--- src/rtl/if_id_queue_if.sv ---
// Fetch-to-decode handshake bundle for if_id_queue.
// The master side is the fetch/ID pipeline logic; the slave side is the queue.
interface if_id_queue_if;
  logic        start_i;
  logic [31:0] pc_i;
  logic [31:0] instr_i;
  logic        stall_i;
  logic        flush_i;
  logic [31:0] instr_o;
  logic [31:0] pc_plus4_o;
  logic        valid_o;
  logic        pc_hold_o;

  modport master (
    output start_i, pc_i, instr_i, stall_i, flush_i,
    input  instr_o, pc_plus4_o, valid_o, pc_hold_o
  );

  modport slave (
    input  start_i, pc_i, instr_i, stall_i, flush_i,
    output instr_o, pc_plus4_o, valid_o, pc_hold_o
  );
endinterface

--- src/rtl/if_id_queue.sv ---
// Two-entry IF/ID queue of {instr, pc+4} pairs with stall back-pressure and flush.
// Define IF_ID_QUEUE_BYPASS_EN for zero-latency forwarding of a fetch into an empty queue.
module if_id_queue (
  input logic    clk_i,
  input logic    rst_i,
  if_id_queue_if.slave q_if
);

  logic [31:0] r_instr [2];
  logic [31:0] r_pcp4  [2];
  logic        r_rd_ptr;
  logic        r_wr_ptr;
  logic [1:0]  r_count;

  logic [31:0] w_pc_plus4;
  logic        w_empty;
  logic        w_full;
  logic        w_push;
  logic        w_pop;
  logic        w_wr_en;
  logic        w_rd_en;
  logic        w_valid;
  logic [31:0] w_instr;
  logic [31:0] w_pcp4;

  assign w_pc_plus4 = q_if.pc_i + 32'd4;
  assign w_empty    = (r_count == 2'd0);
  assign w_full     = (r_count == 2'd2);
  assign w_push     = q_if.start_i & ~w_full & ~q_if.flush_i;
  assign w_pop      = w_valid & ~q_if.stall_i & ~q_if.flush_i;
  // A pop while empty can only be the bypass path; that entry never touches storage.
  assign w_wr_en    = w_push & ~(w_empty & w_pop);
  assign w_rd_en    = w_pop & ~w_empty;

  always_comb begin
    w_valid = 1'b0;
    w_instr = '0;
    w_pcp4  = '0;
    if (!w_empty) begin
      w_valid = 1'b1;
      w_instr = r_instr[r_rd_ptr];
      w_pcp4  = r_pcp4[r_rd_ptr];
    end
`ifdef IF_ID_QUEUE_BYPASS_EN
    else if (q_if.start_i && !q_if.flush_i) begin
      w_valid = 1'b1;
      w_instr = q_if.instr_i;
      w_pcp4  = w_pc_plus4;
    end
`endif
  end

  always_ff @(posedge clk_i) begin
    if (rst_i) begin
      r_count  <= 2'd0;
      r_rd_ptr <= 1'b0;
      r_wr_ptr <= 1'b0;
      for (int i = 0; i < 2; i++) begin
        r_instr[i] <= '0;
        r_pcp4[i]  <= '0;
      end
    end else if (q_if.flush_i) begin
      r_count  <= 2'd0;
      r_rd_ptr <= 1'b0;
      r_wr_ptr <= 1'b0;
    end else begin
      if (w_wr_en) begin
        r_instr[r_wr_ptr] <= q_if.instr_i;
        r_pcp4[r_wr_ptr]  <= w_pc_plus4;
        r_wr_ptr          <= ~r_wr_ptr;
      end
      if (w_rd_en) begin
        r_rd_ptr <= ~r_rd_ptr;
      end
      case ({w_wr_en, w_rd_en})
        2'b10:   r_count <= r_count + 2'd1;
        2'b01:   r_count <= r_count - 2'd1;
        default: r_count <= r_count;
      endcase
    end
  end

  // Hold comes from registered occupancy only, so stall_i never reaches the PC enable.
  assign q_if.pc_hold_o  = w_full;
  assign q_if.valid_o    = w_valid;
  assign q_if.instr_o    = w_instr;
  assign q_if.pc_plus4_o = w_pcp4;

endmodule

--- src/flat_wrapper.sv ---
// flat-port wrapper written by rule: the top's interface ports become plain ports
module if_id_queue_flat 
  (clk_i, rst_i, q_if_start_i, q_if_pc_i, q_if_instr_i, q_if_stall_i, q_if_flush_i, q_if_instr_o, q_if_pc_plus4_o, q_if_valid_o, q_if_pc_hold_o);
  if_id_queue_if q_if_i ();
  input logic clk_i;
  input logic rst_i;
  input wire logic [$bits(q_if_i.start_i)-1:0] q_if_start_i;
  input wire logic [$bits(q_if_i.pc_i)-1:0] q_if_pc_i;
  input wire logic [$bits(q_if_i.instr_i)-1:0] q_if_instr_i;
  input wire logic [$bits(q_if_i.stall_i)-1:0] q_if_stall_i;
  input wire logic [$bits(q_if_i.flush_i)-1:0] q_if_flush_i;
  output wire logic [$bits(q_if_i.instr_o)-1:0] q_if_instr_o;
  output wire logic [$bits(q_if_i.pc_plus4_o)-1:0] q_if_pc_plus4_o;
  output wire logic [$bits(q_if_i.valid_o)-1:0] q_if_valid_o;
  output wire logic [$bits(q_if_i.pc_hold_o)-1:0] q_if_pc_hold_o;
  assign q_if_i.start_i = q_if_start_i;
  assign q_if_i.pc_i = q_if_pc_i;
  assign q_if_i.instr_i = q_if_instr_i;
  assign q_if_i.stall_i = q_if_stall_i;
  assign q_if_i.flush_i = q_if_flush_i;
  assign q_if_instr_o = q_if_i.instr_o;
  assign q_if_pc_plus4_o = q_if_i.pc_plus4_o;
  assign q_if_valid_o = q_if_i.valid_o;
  assign q_if_pc_hold_o = q_if_i.pc_hold_o;
  if_id_queue u_core (.clk_i(clk_i), .rst_i(rst_i), .q_if(q_if_i));
endmodule
--- config.mk ---
export PLATFORM = sky130hd
export DESIGN_NAME = if_id_queue_flat
export DESIGN_NICKNAME = d
export VERILOG_FILES = /design/src/rtl/if_id_queue_if.sv /design/src/rtl/if_id_queue.sv /design/src/flat_wrapper.sv
export SDC_FILE = /design/constraint.sdc
export NUM_CORES = 1
export LEC_CHECK = 0
export CAP_MARGIN = 40
export CORE_ASPECT_RATIO = 0.6
export CORE_MARGIN = 2
export CORE_UTILIZATION = 50
export DETAILED_ROUTE_END_ITERATION = 16
export PLACE_DENSITY_LB_ADDON = 0.3
export SYNTH_ARGS = -nofsm -noshare
export SYNTH_HDL_FRONTEND = slang
export SYNTH_SLANG_ARGS = --single-unit
export TNS_END_PERCENT = 50
--- constraint.sdc ---
create_clock -name clk_i -period 6.15 [get_ports clk_i]
set_input_delay 0.615 -clock clk_i [delete_from_list [all_inputs] [get_ports clk_i]]
set_output_delay 0.615 -clock clk_i [all_outputs]
set_load 0.02 [all_outputs]
=== After elaboration in Yosys (flattened, before gate mapping) ===
Memory sizes are Yosys's and may differ from the RTL's. A register that Yosys moved wholly into a read port is not among the register bits.
Index checks and enable logic that the tools add are counted.

* Bits in registers: 4
* Memories kept: 2
* Logic and storage cells: 50
* Bits in writable memories: 128
* Output and inout port bits: 66
* Input port bits: 69

* Eq/ne operators: 3
* Mux-type cells: 20
* $add $sub $neg: 3
* Reduce and logical (&&, ||, !) cells: 5
* Bitwise logic cells: 14

{| class="wikitable"
|+ Memories
! name !! depth !! bits a word !! rd ports !! clocked after Yosys merged registers in !! write ports !! line !! RTL
|-
| u_core.r_instr || 2 || 32 || 1 || 1 || 2 || if_id_queue.sv:9 || <nowiki>logic [31:0] r_instr [2];</nowiki>
|-
| u_core.r_pcp4 || 2 || 32 || 1 || 1 || 2 || if_id_queue.sv:10 || <nowiki>logic [31:0] r_pcp4 [2];</nowiki>
|}

{| class="wikitable"
|+ Operator list
! operator !! count
|-
| two-way mux 32 bit || 4
|-
| OR reduction 32 bit || 2
|-
| adder 32 x 3 -> 32 bit, second input constant || 1
|-
| two-way mux 1 bit || 15
|-
| bitwise AND 1 bit || 7
|-
| inverter 1 bit || 7
|-
| equality test 2 bit, second input constant || 2
|-
| one-hot mux 2 bit (2 select lines) || 1
|-
| adder 2 x 1 -> 2 bit, second input constant || 1
|-
| equality test 2 x 1 -> 1 bit, second input constant || 1
|-
| logical NOT 2 bit || 1
|-
| nonzero test 2 bit || 1
|-
| OR reduction 2 bit || 1
|-
| subtractor 2 x 1 -> 2 bit, second input constant || 1
|}

=== Longest topological paths before layout ===
* Depth after elaboration: 13
* Mapped depth: 8
* Depth with buffers taken out: 7

=== Worst setup path after synthesis ===
OpenSTA, ideal clock, no wires.

* Path type: input-to-reg
* From: input q_if_start_i
* To: memory u_core.r_instr[0][0], enable pin
* Stages on the path: 3
* Path buffers: 0
* Arrival: 3.956 ns
* Setup time: 0.499 ns
* Slack: 1.694 ns
* Path through: nand2_1 -> or2_2 -> o21bai_1

{| class="wikitable"
|+ RTL lines
! element !! line !! RTL
|-
| from (decl) || flat_wrapper.sv:7 || <nowiki>input wire logic [$bits(q_if_i.start_i)-1:0] q_if_start_i;</nowiki>
|-
| to (decl) || if_id_queue.sv:9 ||
|}

=== Worst setup path after layout ===
* From: register u_core.r_count[1]
* To: output q_if_instr_o[9]

* Longest elaborated chain between the ends: 2

{| class="wikitable"
|+ Ends and longest elaborated chain
! element !! line !! RTL
|-
| from (decl) || if_id_queue.sv:13 || <nowiki>logic [1:0] r_count;</nowiki>
|-
| from (signal assigned) || if_id_queue.sv:76 || <nowiki>2'b10: r_count <= r_count + 2'd1;</nowiki>
|-
| from (signal assigned) || if_id_queue.sv:77 || <nowiki>2'b01: r_count <= r_count - 2'd1;</nowiki>
|-
| from (signal assigned) || if_id_queue.sv:78 || <nowiki>default: r_count <= r_count;</nowiki>
|-
| logical NOT 2 bit || if_id_queue.sv:27 || <nowiki>assign w_empty = (r_count == 2'd0);</nowiki>
|-
| two-way mux 32 bit || if_id_queue.sv:39 || <nowiki>if (!w_empty) begin</nowiki>
|-
| to (decl) || flat_wrapper.sv:12 || <nowiki>output wire logic [$bits(q_if_i.instr_o)-1:0] q_if_instr_o;</nowiki>
|}

Every way passes these cells.

==> results.ini <==
[cells_and_area]
stdcell_count=857
final_core_utilization_pct=68.05
diodes=0
drive_above_1_share_pct=8.443
syn_to_final_growth_pct=33.57
final_nets=745

[floorplanning]
core-area_um2=12770
num_rows=32
dieArea_um2=13970
io_pins=135
start_util_pct=50.95
die_x_um=151.3
die_h_um=92.37

[worst_hold_path]
holdPathEnd=u_core.r_rd_ptr$_SDFFE_PP0P_
hold_path_class=reg -> reg
min_from=u_core.r_rd_ptr$_SDFFE_PP0P_
holdPathStages=2

[timing]
period_share_pct=50.59
finalMaxSlewViolations=0
fin_crit_ps=3111
rsz0062_at_grt=false
fmax_mhz=321.4
tightest_slew_ps=652.8
relSlewSlack_pct=56.48
hold_viol=0
tns_ps=0
finClkSkew_ps=12.66
setup_viol=0

[cts]
cts_made_buffers=17
cts_setup_buffers=0
root_buffer=clkbuf_16
clkSinkCount=133
tritoncts=built
h-tree-depth=4
cts_resized=0
clock_path_buffers=2
clkTransAtPathRegs_ps=60
hold_buffers=0
worst_skew_pair.late_latency_ps=420

[logic_synthesis]
syn-num-nets=617
synth_area_um2=6507
synth_area_leaders=edfxtp_1 (59%), mux2i_1 (10%), and2_1 (6.7%), nor2_1 (5.5%), a21oi_1 (2.5%)
ys_seq_area_share_pct=60.60
synth_common_cells=edfxtp_1 (128), nor2_1 (95), and2_1 (70)
synth_top_area_share_pct=59.07
yosys_warnings=0
synth_edf_count=128
synth_seq_cells=133
synth_top_area_cell=edfxtp_1
synthArstFlopShare_pct=0
yosysMostFrequentCell=edfxtp_1
synth_cells=546
yosys.cell_types.count=32
synth_ff_type=edfxtp_1
avgSynthCellArea_um2=11.92

[power_and_ir_drop]
p_clk_share_pct=44.2
p_int_mw=1.729
p_comb_share_pct=8.7
max-vdd-ir-drop_v=0.0002540
swShare_pct=22.62
power_mw=2.235
p_per_area_nw_per_um2=257.1
seqPwrFrac_pct=47.1
switchingPower_uw=505.5
leakage_nw=2.931

[routing]
dr.first_iter.drc_count=286
ant_nets=0
wl_per_cell_um=17.57
wirelength_um=15060
route.detailed.drc=0
via_per_inst=5.419
vias=4644
drtPass1Iterations=5

[setup_path]
cp_slowest_stage_delay_ps=570
reg2reg_to=u_core.r_count[1]$_SDFFE_PP0P_
ff2ff_setup_slack_ps=3710
worstPathMaxFanout=45
worstPathRequired_ps=5530
cpMaxStageDelayCell=clkdlybuf4s50_1
crit_buf_inv=2
timing.rr.start=u_core.r_count[1]$_SDFFE_PP0P_
crit_path_start_kind=flip-flop
cp_cell_sequence=nor2_4 > buf_4 > nor2_1 > clkdlybuf4s50_1
cp-end-kind=primary output
crit_family=buffers and inverters
critPathArrivalTime_ps=2500
r2r_cells=6
crit_type=reg -> out

[placed_design]
place_inst=825
dp_hpwl_um=9990
gp_congestion=0.8498
portBuffers=134

[grt]
grt_max_degree=48
grt_pass1_wl_um=23750
grt_use_total_pct=22.70
grt-ovfl-total=0
antenna_found_initial=0
grt_pass1_vias=4671

[status]
status=complete, no violations

[job]
cap_violations=0

stage by stage:
step           hold WS, ps  setup slack [ps]  area [um2]
2_1_floorplan        471.8              1694        6507
3_3_place_gp         495.2              2894        7980
3_5_place_dp         509.4              3103        8110
4_1_cts              538.6              3026        8692
5_1_grt              590.0              2874        8692
6_report             539.2              3039        8692
logic make-up after synthesis:
kind of cell / synth area share, %
compound gates: 4.365
mux: 10.15
simple gates: 19.94
fa+ha+maj: 0.3845
xor+xnor: 2.019
flops: 60.60
buf+inv: 2.538
layer usage:
metal	share of wire (%)	track usage, %	vias up	wire length (um)
met3	8.4	6.059	20	1268
met2	47	36.09	194	7029
met1	43	30.79	2199	6546
li1	-	-	2231	-
met4	1.4	6.854	0	210
met5	0	0	-	0
registers in the layout (all words and copies together) (netlist names), named ones only:
signal,flops
u_core.r_wr_ptr,1
u_core.r_count,2
u_core.r_pcp4,64
u_core.r_instr,64
u_core.r_rd_ptr,1
power groups by stage:
| stage | Combinational (mW) | Clock, mW | Sequential, mW |
|---|---|---|---|
| finish | 0.194 | 0.988 | 1.05 |
| floorplan | 0.0870 | 0 | 1.07 |
| global placement | 0.181 | 0 | 1.07 |
| CTS | 0.195 | 0.998 | 1.05 |
| global route | 0.210 | 1.04 | 1.06 |
| detailed placement | 0.193 | 0 | 1.07 |
layout make-up:
cell class | count | area, um2
clock buffers | 18 | 429.2
fillers | 934 | 4080
clock inverters | 14 | 152.6
flip-flops and latches | 133 | 3948
multi-input cells | 375 | 2434
repair buffers | 143 | 1501
inverters | 4 | 15.01
well taps | 170 | 212.7
layout by cell type (no fill, tap or decap), drive strengths merged, types with 3 or more instances in the layout:
| cell type | n |
|---|---|
| buf | 9 |
| nand2 | 14 |
| xnor2 | 8 |
| inv | 7 |
| dfxtp | 5 |
| and4 | 6 |
| xor2 | 7 |
| o21ai | 7 |
| or4 | 12 |
| nor4 | 3 |
| and2 | 71 |
| edfxtp | 128 |
| o31ai | 9 |
| clkinvlp | 4 |
| nand4 | 9 |
| nor2 | 95 |
| nand3 | 11 |
| clkbuf | 18 |
| clkinv | 5 |
| clkdlybuf4s50 | 134 |
| or2 | 3 |
| mux2i | 66 |
| or3 | 8 |
| nand2b | 4 |
| a21oi | 33 |
worst max-delay path by stage:
stage / end / slack, ps / depth (start not counted) / from
global placement: u_core.r_pcp4[0][8]$_SDFFCE_PN0P_ / 2890 / 5 / q_if_start_i
detailed placement: u_core.r_pcp4[1][21]$_SDFFCE_PN0P_ / 3100 / 5 / q_if_pc_i[5]
global route: q_if_instr_o[4] / 2870 / 4 / u_core.r_count[1]$_SDFFE_PP0P_
floorplan: u_core.r_instr[0][0]$_SDFFCE_PN0P_ / 1690 / 3 / q_if_start_i
CTS: q_if_instr_o[9] / 3030 / 4 / u_core.r_count[1]$_SDFFE_PP0P_
finish: q_if_instr_o[9] / 3040 / 4 / u_core.r_count[1]$_SDFFE_PP0P_
tightest hold or removal path: stages, from the launching register on:
cell and delay [ps]:
dfxtp_1 340, xnor2_1 90, nor2_1 80
Note: power is estimated with default switching activity, not from simulation.
==> variant: new RTL, same flow settings <==
The option `IF_ID_QUEUE_BYPASS_EN` is turned on by a define.
--- a/src/rtl/if_id_queue.sv
+++ b/src/rtl/if_id_queue.sv
@@ -1,5 +1,7 @@
 // Two-entry IF/ID queue of {instr, pc+4} pairs with stall back-pressure and flush.
 // Define IF_ID_QUEUE_BYPASS_EN for zero-latency forwarding of a fetch into an empty queue.
+`define IF_ID_QUEUE_BYPASS_EN
+
 module if_id_queue (
   input logic    clk_i,
   input logic    rst_i,
Behaviour: not the same (Yosys sat finds a counterexample within 4 cycles, from zero or initial values).
==> variant against the original RTL <==
Critical endpoint is now q_if_pc_plus4_o[10]; sequential cell count unchanged; largest cell class unchanged; total power up 5.8%; design area up 7.7%; largest power group is now the clock network; non-clock buffer count unchanged; highest routed layer unchanged; wire length up 30%; first-iteration DRC count up 81%; worst setup slack worse by 1.3 ns; area after synthesis up 12%; global-route usage up 2.3 points; combinational power up 40%.
==> variant: results <==
export IMPL_worstSkewPairLatency_ns=0.40
export IMPL_crit_fanout=12
export IMPL_gp_congestion=0.942
export IMPL_finClkSkew_ns=0.00539
export IMPL_synth_top_cells_by_area="edfxtp_1 53%, mux2i_1 8.8%, and2_1 6.3%"
export IMPL_synth_xor_area_share=0.0204
export IMPL_nets=851
export IMPL_p_sw_w=0.000544
export IMPL_vias=5865
export IMPL_r2r_slack_ns=3.35
export IMPL_grt_max_degree=51
export IMPL_grt_pass1_wl_um=30500
export IMPL_synthMuxAreaShare=0.0895
export IMPL_yosysUniqueCellTypes=48
export IMPL_fillers=1191
export IMPL_dpl_hpwl_um=12900
export IMPL_crit_path_max_incr_delay_ns=0.82
export IMPL_syn_num_nets=739
export IMPL_grt_usage=0.250
export IMPL_p_leak_nw=3.11
export IMPL_slowest_stage="nor2_1"
export IMPL_r2r_end="u_core.r_instr[1][7]$_SDFFCE_PN0P_"
export IMPL_grt_pass1_vias=5678
export IMPL_seq_area_frac_synth=0.542
export IMPL_synth_compound_area_frac=0.0936
export IMPL_ys_warn_count=0
export IMPL_synth_common_cells="128 x edfxtp_1, 73 x and2_1, 64 x mux2i_1"
export IMPL_drt_iter0_markers=519
export IMPL_wirelength_um=19600
export IMPL_drive_gt1_frac=0.0733
export IMPL_slew_headroom=0.403
export IMPL_synthAdderAreaFrac=0.00344
export IMPL_r2r_cells=5
export IMPL_peakVddDrop_uv=169
export IMPL_port_buffers=134
export IMPL_critPathArrivalTime_ns=3.84
export IMPL_hold_depth=2
export IMPL_outcome="complete, no violations"
variant: stage by stage:
stage,instance area (sq um),hold WS [ns],instances,setup slack (ns)
4_1_cts,9360,0.563,989,1.81
6_report,9360,0.565,989,1.69
3_5_place_dp,8750,0.543,959,1.81
2_1_floorplan,7280,0.520,668,2.68
5_1_grt,9360,0.596,989,1.48
3_3_place_gp,8700,0.528,956,1.89
variant: worst max path at each step:
| stage | start | depth (start not counted) | endpoint | slack [ns] |
|---|---|---|---|---|
| after global placement | q_if_pc_i[15] | 6 | q_if_pc_plus4_o[19] | 1.89 |
| after global routing | q_if_pc_i[2] | 7 | q_if_pc_plus4_o[10] | 1.48 |
| after floorplan | q_if_flush_i | 5 | u_core.r_instr[1][0]$_SDFFCE_PN0P_ | 2.68 |
| after detailed placement | q_if_pc_i[2] | 7 | q_if_pc_plus4_o[10] | 1.81 |
| final | q_if_pc_i[2] | 7 | q_if_pc_plus4_o[10] | 1.69 |
| after CTS | q_if_pc_i[2] | 7 | q_if_pc_plus4_o[10] | 1.81 |
variant: power groups by stage:
stage | Combinational, W | Sequential (W) | Clock, W
final | 0.000272 | 0.00104 | 0.00105
after detailed placement | 0.000268 | 0.00106 | 0
after floorplan | 0.000130 | 0.00106 | 0
after global placement | 0.000261 | 0.00106 | 0
after CTS | 0.000270 | 0.00104 | 0.00106
after global routing | 0.000289 | 0.00104 | 0.00109
variant: area by class of cell:
| class | count | area (sq um) | share of cell area |
|---|---|---|---|
| clock buffer | 17 | 425 | 0.0454 |
| clock inverter | 13 | 183 | 0.0195 |
| inverter | 3 | 11.3 | 0.00120 |
| multi-input combinational | 482 | 3110 | 0.332 |
| sequential | 133 | 3950 | 0.422 |
| tap | 198 | 248 | 0.0265 |
| timing repair buffer | 143 | 1440 | 0.154 |
variant: worst max-delay path, delay by kind of cell:
kind / cells / cell delay (ns)
AO/OA/AOI/OAI: 1 / 0.21
XOR/XNOR: 1 / 0.23
adder cells (fa/ha/maj): 1 / 0.29
buffers and inverters: 2 / 1.30
AND/OR/NAND/NOR: 2 / 1.20
variant: cells by family after synthesis:
logic type / after synthesis
xor+xnor: 17
simple gates: 281
buf+inv: 53
fa+ha+maj: 2
mux: 65
compound gates: 117
flops: 133
variant: layer usage:
metal / vias to the layer above / global-route usage / part of all wire
li1: 2716 / - / -
met1: 2870 / 0.359 / 0.46
met2: 257 / 0.390 / 0.45
met3: 22 / 0.0491 / 0.075
met4: 0 / 0.0679 / 0.012
met5: - / 0 / 0
